**src/rtl/tile_addr_gen.sv**
```systemverilog
// Walks a rows x cols tile and streams one byte address per element, first address the cycle after start.
// addr_valid holds with stable address/indices until addr_ready; back-to-back handshakes give one address per cycle.
package accelerator_common_pkg;
  localparam int ADDR_WIDTH = 32;
  localparam int IDX_WIDTH  = 8;
  typedef logic [ADDR_WIDTH-1:0] addr_t;
  typedef logic [IDX_WIDTH-1:0]  idx_t;
  localparam addr_t NULL_ADDR = 32'h9999_9999;
endpackage

module tile_addr_gen #(
  parameter int ADDR_WIDTH = accelerator_common_pkg::ADDR_WIDTH,
  parameter int IDX_WIDTH  = accelerator_common_pkg::IDX_WIDTH
) (
  input  logic                  i_clk,
  input  logic                  i_rst,
  input  logic                  i_start,
  input  logic [ADDR_WIDTH-1:0] i_base_addr,
  input  logic [IDX_WIDTH-1:0]  i_num_rows,
  input  logic [IDX_WIDTH-1:0]  i_num_cols,
  input  logic [ADDR_WIDTH-1:0] i_row_stride,
  input  logic [ADDR_WIDTH-1:0] i_elem_stride,
  output logic                  o_addr_valid,
  input  logic                  i_addr_ready,
  output logic [ADDR_WIDTH-1:0] o_addr_out,
  output logic [IDX_WIDTH-1:0]  o_row_idx,
  output logic [IDX_WIDTH-1:0]  o_col_idx,
  output logic                  o_last,
  output logic                  o_busy,
  output logic                  o_done
);

  localparam logic [ADDR_WIDTH-1:0] LP_NULL_ADDR = ADDR_WIDTH'(accelerator_common_pkg::NULL_ADDR);

  typedef enum logic [1:0] {S_IDLE, S_RUN, S_DONE} state_t;

  // Extents are held as count-1 so a 255-wide tile compares without overflow.
  typedef struct packed {
    logic [ADDR_WIDTH-1:0] row_stride;
    logic [ADDR_WIDTH-1:0] elem_stride;
    logic [IDX_WIDTH-1:0]  rows_m1;
    logic [IDX_WIDTH-1:0]  cols_m1;
  } cfg_t;

  state_t                r_state;
  state_t                w_next_state;
  cfg_t                  r_cfg;
  logic [ADDR_WIDTH-1:0] r_row_addr;
  logic [ADDR_WIDTH-1:0] r_cur_addr;
  logic [IDX_WIDTH-1:0]  r_row_idx;
  logic [IDX_WIDTH-1:0]  r_col_idx;

  logic w_empty;
  logic w_hs;
  logic w_row_end;
  logic w_last_elem;

  assign w_empty     = (i_num_rows == '0) || (i_num_cols == '0);
  assign w_hs        = (r_state == S_RUN) && i_addr_ready;
  assign w_row_end   = (r_col_idx == r_cfg.cols_m1);
  assign w_last_elem = w_row_end && (r_row_idx == r_cfg.rows_m1);

  always_ff @(posedge i_clk or posedge i_rst) begin
    if (i_rst) begin
      r_state <= S_IDLE;
    end else begin
      r_state <= w_next_state;
    end
  end

  always_comb begin
    w_next_state = r_state;
    case (r_state)
      S_IDLE: begin
        if (i_start) begin
          w_next_state = w_empty ? S_DONE : S_RUN;
        end
      end
      S_RUN: begin
        if (w_hs && w_last_elem) begin
          w_next_state = S_DONE;
        end
      end
      S_DONE:  w_next_state = S_IDLE;
      default: w_next_state = S_IDLE;
    endcase
  end

  always_ff @(posedge i_clk or posedge i_rst) begin
    if (i_rst) begin
      r_cfg      <= '0;
      r_row_addr <= '0;
      r_cur_addr <= '0;
      r_row_idx  <= '0;
      r_col_idx  <= '0;
    end else if (r_state == S_IDLE) begin
      if (i_start) begin
        r_cfg.row_stride  <= i_row_stride;
        r_cfg.elem_stride <= i_elem_stride;
        r_cfg.rows_m1     <= i_num_rows - 1'b1;
        r_cfg.cols_m1     <= i_num_cols - 1'b1;
        r_row_addr        <= i_base_addr;
        r_cur_addr        <= i_base_addr;
        r_row_idx         <= '0;
        r_col_idx         <= '0;
      end
    end else if (w_hs && !w_last_elem) begin
      if (!w_row_end) begin
        r_col_idx  <= r_col_idx + 1'b1;
        r_cur_addr <= r_cur_addr + r_cfg.elem_stride;
      end else begin
        // Each row restarts from the accumulated row base, never from the column walk.
        r_col_idx  <= '0;
        r_row_idx  <= r_row_idx + 1'b1;
        r_row_addr <= r_row_addr + r_cfg.row_stride;
        r_cur_addr <= r_row_addr + r_cfg.row_stride;
      end
    end
  end

  assign o_addr_valid = (r_state == S_RUN);
  assign o_addr_out   = o_addr_valid ? r_cur_addr : LP_NULL_ADDR;
  assign o_last       = o_addr_valid && w_last_elem;
  assign o_row_idx    = r_row_idx;
  assign o_col_idx    = r_col_idx;
  assign o_busy       = (r_state != S_IDLE);
  assign o_done       = (r_state == S_DONE);

endmodule

```
**config.mk**
```make
export PLATFORM = sky130hd
export DESIGN_NAME = tile_addr_gen
export DESIGN_NICKNAME = d
export VERILOG_FILES = /design/src/rtl/tile_addr_gen.sv
export SDC_FILE = /design/constraint.sdc
export NUM_CORES = 1
export LEC_CHECK = 0
export CORE_MARGIN = 2
export CORE_UTILIZATION = 38
export DETAILED_ROUTE_END_ITERATION = 10
export HOLD_SLACK_MARGIN = 0.02
export SETUP_SLACK_MARGIN = 0.05
export SLEW_MARGIN = 20
export SYNTH_ARGS = -nofsm -noshare
export SYNTH_HDL_FRONTEND = slang
export SYNTH_SLANG_ARGS = --single-unit
```
**constraint.sdc**
```tcl
create_clock -name i_clk -period 7.2 [get_ports i_clk]
set_clock_uncertainty 0.05 [all_clocks]
set_input_delay 1.44 -clock i_clk [delete_from_list [all_inputs] [get_ports i_clk]]
set_output_delay 1.44 -clock i_clk [all_outputs]
set_load 0.05 [all_outputs]
```
==> impl_metrics.tcl, run 1 <==
set metrics [dict create \
    dieArea_um2 29900 \
    drt_iter0_drc 801 \
    syn_nets 1510 \
    root_buffer "clkbuf_16" \
    synth-simple-area-share_pct 22.9 \
    cp-start-kind "input pin" \
    cp_slowest_cell "nand2_1" \
    drt-wirelength-per-cell_um 17.3 \
    synth_top_family_by_area "simple AND/OR/NAND/NOR gates" \
    via_per_inst 5.23 \
    grt_pass1_vias 9369 \
    pin_count 168 \
    totalWireLength_mm 31.9 \
    num_vias 9660 \
    synth_top_area_share_pct 37.4 \
    r2r_cells 11 \
    layout.nets 1641 \
    synthCells 1325 \
    tightest_slew_ns 0.920 \
    dp_hpwl_mm 23.5 \
    synthArstFlopShare_pct 100 \
    slew_headroom_pct 38.5 \
    crit_buf_inv 3 \
    core_um2 27900 \
    final_cell_mix "nand2_1, clkdlybuf4s50_1, dfrtp_1, o21ai_0, a21oi_1" \
    ys_ff_latch 162 \
    insertedDiodeCount 0 \
    syn_avg_cell_area_um2 8.19 \
    outcome "completed" \
    synth_top_area_cell "dfrtp_1" \
    place_congestion 0.891 \
    startpoint "i_start" \
    drive_above_1_share_pct 5.31 \
    setup_viol 0 \
    final_antenna_net_count 0 \
    synthAdderAreaFrac_pct 8.10 \
    finalInstanceArea_um2 13500 \
    rsz0062_at_grt "no" \
    slew_viol_final 0 \
    cp_slowest_stage_delay_ns 0.64 \
    cts_setup_buffers 0 \
    ys.warnings.count 0 \
    yosys.area_share.xor_xnor_pct 6.94 \
    min-delay-start "r_cfg[41]$_DFFE_PP0P_" \
    seq_area_frac_synth_pct 37.4 \
    worstPathCellList "clkdlybuf4s50_1 > and2_2 > buf_4 > or2_1 > buf_4 > nand2_1 > nor2_1 > nand4_1 > xor2_1 > nor2_1" \
    rows 61 \
    crit_type "in -> reg" \
    grt_start_max_net_pins 99 \
    critical-path-top-delay-family "simple AND/OR/NAND/NOR gates" \
    synthFlopType "dfrtp_1" \
    area_growth_pct 24.2 \
    start_util_pct 38.8 \
    arrival_ns 4.96 \
    grt_overflow_total 0 \
    drc 0 \
    r2r_slack_ns 3.01 \
    ctsLongestPathBuffers 2 \
    finalCriticalPeriod_ns 4.72 \
    die_h_um 173 \
    r2r_start "r_state[0]$_DFFE_PP0P_" \
    tns_ns 0 \
    htree_levels 4 \
    cts_tree "done" \
    maxCapViolCount 0 \
    synth_area_um2 10800 \
    clock_latency_ns 0.43 \
    synthMuxAreaShare_pct 1.04 \
    grt_first_pass_wirelength_mm 51.5 \
    hold_path.class "reg -> reg" \
    clk_pin_slew_ns 0.06 \
    dr.pass1.iters 5 \
    track_usage_pct 21.4 \
    synth_cell_types 77 \
    synth_enable_flop_cells 0 \
    cts.sinks 162 \
    numCtsBuffers 17 \
    required_ns 7.43 \
    dpl_cell_area_um2 12800 \
    hold-path-cell-count 2 \
    die-width_um 173 \
    fin_crit_sh_pct 65.6 \
    io_buffers 167 \
    cts_resized 0 \
    final_common_cell "nand2_1" \
    yosys-top-cells-area "dfrtp_1, nand2_1, ha_1, o21ai_0, a21oi_1" \
    crit_path_max_fanout 72 \
    r2r_end "o_row_idx[3]$_DFFE_PP0P_" \
    antenna_found_initial 0 \
    hold_viol 0 \
    fmax_ghz 0.212 \
    end_kind "flip-flop" \
    cts_hold_buf 0 \
    hold_path_end "r_cfg[41]$_DFFE_PP0P_" \
    fill_cells 2744 \
    synth_compound_area_share_pct 20.6 \
]
-- how the worst max path moves through the flow --
stage,slack (ns),to,cells past startpoint
after floorplan,1.33,o_col_idx[0]$_DFFE_PP0P_,1
after global placement,2.09,o_row_idx[3]$_DFFE_PP0P_,10
after detailed placement,2.06,o_row_idx[3]$_DFFE_PP0P_,10
after CTS,2.50,o_row_idx[3]$_DFFE_PP0P_,10
after global routing,2.21,o_row_idx[3]$_DFFE_PP0P_,10
final,2.48,o_row_idx[3]$_DFFE_PP0P_,10
-- layout make-up --
class	instances	area, um^2	share of cell area, %
inverter	15	61.3	0.455
multi-input combinational	1082	6480	48.1
timing repair buffer	178	1750	13.0
sequential	162	4050	30.1
clock buffer	22	474	3.52
clock inverter	9	176	1.31
tap	378	473	3.51
-- Yosys cell counts (11+ instances only) --
library cell,number
a21oi_1,85
buf_2,12
o21ai_0,92
a31oi_1,27
clkbuf_1,51
xnor2_1,43
ha_1,67
nand2b_1,18
and2_1,20
xor2_1,43
nand2_1,342
or3_1,11
nand3_1,22
dfrtp_1,162
a21o_1,40
and3_1,11
nor2_1,86
nor3_1,18
inv_1,15
-- logic make-up (layout without fill, tap and decap cells) --
group | after synthesis | after routing
fa+ha+maj | 69 | 69
flops | 162 | 162
xor+xnor | 86 | 86
buf+inv | 81 | 224
compound gates | 346 | 346
mux | 11 | 11
simple gates | 570 | 570
-- metrics by stage --
step / util (%) / setup slack (ns) / hold WS (ns) / cells
3_3_place_gp: 45.9 / 2.09 / 0.419 / 1815
2_1_floorplan: - / 1.33 / 0.400 / 1325
6_report: 48.2 / 2.48 / 0.433 / 1846
3_5_place_dp: 45.9 / 2.06 / 0.420 / 1815
5_1_grt: 48.2 / 2.21 / 0.462 / 1846
4_1_cts: 48.2 / 2.50 / 0.439 / 1846
-- flip-flops by register name, indices dropped and copies added (netlist names) --
name / count
r_cfg: 80
r_cur_addr: 32
r_row_addr: 32
o_col_idx: 8
o_row_idx: 8
r_state: 2
-- worst min-delay path, delay by kind of cell (launching register included) --
kind / cells / cell delay [ns]
DFF: 1 / 0.35
and+or+nand+nor: 2 / 0.10
-- routing by layer --
layer / wire length [um] / up-vias / track usage, %
met5: 0 / - / 0
met4: 439 / 0 / 5.65
met3: 1430 / 20 / 2.88
met2: 13400 / 268 / 31.6
met1: 16600 / 4492 / 32.8
li1: - / 4880 / -
Power of run 1 is left out: the tool's default activity adds up to more than one toggle a clock period on the data nets, which glitch-free logic cannot reach.
==> run 2: changes to the inputs <==
==> constraint.sdc (replaced) <==
create_clock -name i_clk -period 4.7 [get_ports i_clk]
set_clock_uncertainty 0.05 [all_clocks]
set_input_delay 0.94 -clock i_clk [delete_from_list [all_inputs] [get_ports i_clk]]
set_output_delay 0.94 -clock i_clk [all_outputs]
set_load 0.05 [all_outputs]
==> impl_metrics.tcl, run 2 (synthesized netlist as in run 1, its figures left out) <==
set metrics [dict create \
    cp_slowest_stage_delay_ns 0.81 \
    cts_resized 0 \
    layout.nets 1645 \
    slew_viol_final 0 \
    wl_met2_mm 13.7 \
    num_vias 9800 \
    totalWireLength_mm 32.4 \
    end_kind "primary output" \
    arrival_ns 2.70 \
    required_ns 3.71 \
    dp_hpwl_mm 23.9 \
    r2r_start "r_cfg[64]$_DFFE_PP0P_" \
    drive_above_1_share_pct 5.71 \
    setup_viol 0 \
    crit_type "reg -> out" \
    cts.sinks 162 \
    dr.pass1.iters 5 \
    outcome "completed" \
    start_util_pct 38.8 \
    final_cell_mix "nand2_1, clkdlybuf4s50_1, dfrtp_1, o21ai_0, a21oi_1" \
    htree_levels 4 \
    worstSetupPathDepth 5 \
    dieArea_um2 29900 \
    cts_tree "done" \
    reg_top3 "r_cfg x80, r_cur_addr x32, r_row_addr x32" \
    whs_ns 0.434 \
    rsz0062_at_grt "no" \
    place_congestion 0.896 \
    hold_path.class "reg -> reg" \
    ctsLongestPathBuffers 2 \
    grt_overflow_total 0 \
    pre_cts_ws_ns 1.48 \
    area_growth_pct 24.5 \
    min-delay-start "r_cfg[35]$_DFFE_PP0P_" \
    drc 0 \
    grt_start_max_net_pins 163 \
    startpoint "o_row_idx[2]$_DFFE_PP0P_" \
    slew_headroom_pct 35.1 \
    r2r_cells 11 \
    r2r_slack_ns 1.45 \
    hold_viol 0 \
    tightest_slew_ns 0.973 \
    cp-start-kind "flip-flop" \
    antenna_found_initial 3 \
    io_buffers 167 \
    tns_ns 0 \
    clk_pin_slew_ns 0.07 \
    top_register "r_cfg" \
    pin_count 168 \
    drt-met1-wl_mm 16.6 \
    fin_crit_sh_pct 78.5 \
    rows 61 \
    cp_slowest_cell "clkdlybuf4s50_1" \
    maxCapViolCount 0 \
    grt_first_pass_wirelength_mm 52.3 \
    crit_buf_inv 1 \
    critical-path-top-delay-family "simple AND/OR/NAND/NOR gates" \
    setup_ws_ns 1.01 \
    clock_latency_ns 0.43 \
    final_common_cell "nand2_1" \
    critPathCapture "o_last" \
    fmax_ghz 0.271 \
    placed_cells 1819 \
    cts_setup_buffers 0 \
    root_buffer "clkbuf_16" \
    die-width_um 173 \
    crit_path_max_fanout 6 \
    die_h_um 173 \
    grt_pass1_vias 9418 \
    top_layer "met4" \
    drt-wirelength-per-cell_um 17.5 \
    worstPathCellList "xor2_1 > nor4_1 > nand4_1 > nor2b_1 > clkdlybuf4s50_1" \
    r2r_end "r_cur_addr[31]$_DFFE_PP0P_" \
    core_um2 27900 \
    cts_hold_buf 0 \
    largest_reg_flops 80 \
    finalCriticalPeriod_ns 3.69 \
    track_usage_pct 21.8 \
    wl_met3_mm 1.58 \
    final_cell_count_no_fill 1853 \
    final_antenna_net_count 0 \
    numCtsBuffers 17 \
    drt_iter0_drc 868 \
    via_per_inst 5.29 \
]
run 2: layout make-up:
cell class / instances / area, um^2
Tap cell: 378 / 473
Inverter: 15 / 60.1
Fill cell: 2786 / 14400
Multi-Input combinational cell: 1082 / 6480
Sequential cell: 162 / 4050
Timing Repair Buffer: 182 / 1800
Clock buffer: 19 / 453
Antenna cell: 3 / 7.51
Clock inverter: 12 / 180
run 2: how the worst min path moves through the flow:
| stage | to | cells after the start | slack [ns] |
|---|---|---|---|
| after global placement | r_row_addr[2]$_DFFE_PP0P_ | 2 | 0.42 |
| after detailed placement | r_cfg[35]$_DFFE_PP0P_ | 2 | 0.42 |
| after CTS | r_cfg[35]$_DFFE_PP0P_ | 2 | 0.44 |
| after floorplan | r_state[1]$_DFFE_PP0P_ | 1 | 0.40 |
| after global routing | r_cfg[46]$_DFFE_PP0P_ | 2 | 0.46 |
| final | r_cfg[35]$_DFFE_PP0P_ | 2 | 0.43 |
run 2: layer usage:
| layer | up-vias | track usage, % |
|---|---|---|
| met5 | - | 0 |
| met4 | 0 | 5.65 |
| met3 | 26 | 3.21 |
| met2 | 257 | 32.0 |
| met1 | 4624 | 33.2 |
| li1 | 4893 | - |
run 2: metrics by stage:
stage               utilization [%]  area [um^2]
floorplan                         -        10900
global placement               46.1        12900
detailed placement             46.1        12900
CTS                            48.3        13500
global route                   48.4        13500
finish                         48.4        13500
run 2: worst register-to-register path: cells and delay by family (launching register included):
family / cells / cell delay (ns)
AO/OA/AOI/OAI: 7 / 1.76
AND/OR/NAND/NOR: 1 / 0.07
XOR/XNOR: 2 / 0.43
flip-flops: 1 / 0.42
adder cells (fa/ha/maj): 1 / 0.42
Power of run 2 is left out for the same reason.
==> run 3: changes to the inputs <==
==> constraint.sdc (replaced) <==
create_clock -name i_clk -period 3.16 [get_ports i_clk]
set_clock_uncertainty 0.05 [all_clocks]
set_input_delay 0.632 -clock i_clk [delete_from_list [all_inputs] [get_ports i_clk]]
set_output_delay 0.632 -clock i_clk [all_outputs]
set_load 0.05 [all_outputs]
==> impl_metrics.tcl, run 3 (synthesized netlist as in run 1, its figures left out) <==
set metrics [dict create \
    outcome "completed" \
    crit_path_max_fanout 36 \
    r2r_slack_ns 0.18 \
    fmax_ghz 0.334 \
    final_antenna_net_count 0 \
    rsz0062_at_grt "yes" \
    final_common_cell "nand2_1" \
    tns_ns 0 \
    r2r_end "r_cur_addr[29]$_DFFE_PP0P_" \
    drc 0 \
    cp-start-kind "flip-flop" \
    dp_hpwl_mm 24.6 \
    cts.sinks 162 \
    finalCriticalPeriod_ns 2.99 \
    start_util_pct 38.8 \
    cts_tree "done" \
    hold_viol 0 \
    numCtsBuffers 17 \
    die-width_um 173 \
    top_register "r_cfg" \
    reg_top3 "r_cfg x80, r_cur_addr x32, r_row_addr x32" \
    root_buffer "clkbuf_16" \
    final_cell_mix "nand2_1, dfrtp_1, clkdlybuf4s50_1, o21ai_0, nor2_1" \
    multiInputGateArea_um2 6560 \
    tightest_slew_ns 0.638 \
    pin_count 168 \
    via_per_inst 5.24 \
    htree_levels 4 \
    grt_start_max_net_pins 53 \
    area_growth_pct 26.7 \
    num_vias 9782 \
    rows 61 \
    maxCapViolCount 0 \
    grt_pass1_vias 9510 \
    critPathCapture "o_addr_out[10]" \
    drt-wirelength-per-cell_um 17.4 \
    setup_viol 0 \
    hold_path.class "reg -> reg" \
    ctsLongestPathBuffers 2 \
    dieArea_um2 29900 \
    clk_pin_slew_ns 0.06 \
    layout.nets 1662 \
    r2r_cells 11 \
    largest_reg_flops 80 \
    grt_first_pass_wirelength_mm 52.6 \
    track_usage_pct 21.9 \
    fin_crit_sh_pct 94.7 \
    antenna_found_initial 1 \
    drt_iter0_drc 771 \
    register_area_um2 4050 \
    slew_headroom_pct 57.4 \
    end_kind "primary output" \
    die_h_um 173 \
    startpoint "r_state[0]$_DFFE_PP0P_" \
    totalWireLength_mm 32.6 \
    drive_above_1_share_pct 7.79 \
    dr.pass1.iters 5 \
    r2r_start "r_cfg[57]$_DFFE_PP0P_" \
    place_congestion 0.931 \
    clock_latency_ns 0.43 \
    slew_viol_final 0 \
    grt_overflow_total 0 \
    core_um2 27900 \
    io_buffers 167 \
    fill_cells 2736 \
    crit_type "reg -> out" \
    cts_hold_buf 0 \
    required_ns 2.48 \
    arrival_ns 2.31 \
]
-- run 3: changes by cell type in the layout (fill, tap and decap cells not counted), moves of 4 or more --
cell,before,now
clkinvlp_4,6,2
dlymetal6s2s_1,0,5
buf_4,14,27
clkdlybuf4s50_1,167,160
ha_2,0,4
buf_12,1,7
ha_1,67,63
-- run 3: worst min-delay path by stage --
stage	start	end	slack [ns]	cells after the start
2_1_floorplan	r_state[1]$_DFFE_PP0P_	r_state[1]$_DFFE_PP0P_	0.40	1
3_3_place_gp	r_cfg[69]$_DFFE_PP0P_	r_cfg[69]$_DFFE_PP0P_	0.42	2
3_5_place_dp	r_cfg[35]$_DFFE_PP0P_	r_cfg[35]$_DFFE_PP0P_	0.42	2
4_1_cts	r_cfg[35]$_DFFE_PP0P_	r_cfg[35]$_DFFE_PP0P_	0.44	2
5_1_grt	r_cfg[37]$_DFFE_PP0P_	r_cfg[37]$_DFFE_PP0P_	0.46	2
6_report	r_cfg[35]$_DFFE_PP0P_	r_cfg[35]$_DFFE_PP0P_	0.43	2
-- run 3: layer usage --
layer  vias to the layer above  track usage (%)  part of all wire, %
met1                      4594             33.7                   52
li1                       4915                -                    -
met5                         -                0                    0
met2                       244             31.9                   42
met4                         0             5.12                  1.5
met3                        29             3.58                  4.7
-- run 3: what timing repair did --
action                     4_1_cts  5_1_grt
resized for setup                0       22
buffers inserted                 0        1
setup endpoints to repair        0       15
-- run 3: through the flow --
stage | std cells | utilization (%) | setup slack [ns] | area (um^2) | hold WS [ns]
after floorplan | 1325 | - | 0.411 | 10900 | 0.400
after global placement | 1835 | 46.7 | 0.135 | 13100 | 0.418
after detailed placement | 1835 | 46.7 | 0.107 | 13100 | 0.420
after CTS | 1866 | 48.8 | 0.0728 | 13600 | 0.439
after global routing | 1868 | 49.2 | 0.0513 | 13700 | 0.461
final | 1868 | 49.2 | 0.166 | 13700 | 0.433
-- run 3: critical path: stages, from the launching register on --
cell,delay (ns)
dfrtp_1,0.45
nor2b_2,0.22
buf_12,0.21
and2_1,0.18
clkdlybuf4s50_1,0.80
-- run 3: layout make-up --
class	count	share of cell area [%]
diodes	1	0.0182
clock buffers	22	3.52
clock inverters	9	0.765
inverters	15	0.437
multi-input cells	1082	47.7
flip-flops and latches	162	29.5
well taps	378	3.44
repair buffers	199	14.6
Power of run 3 is left out for the same reason.
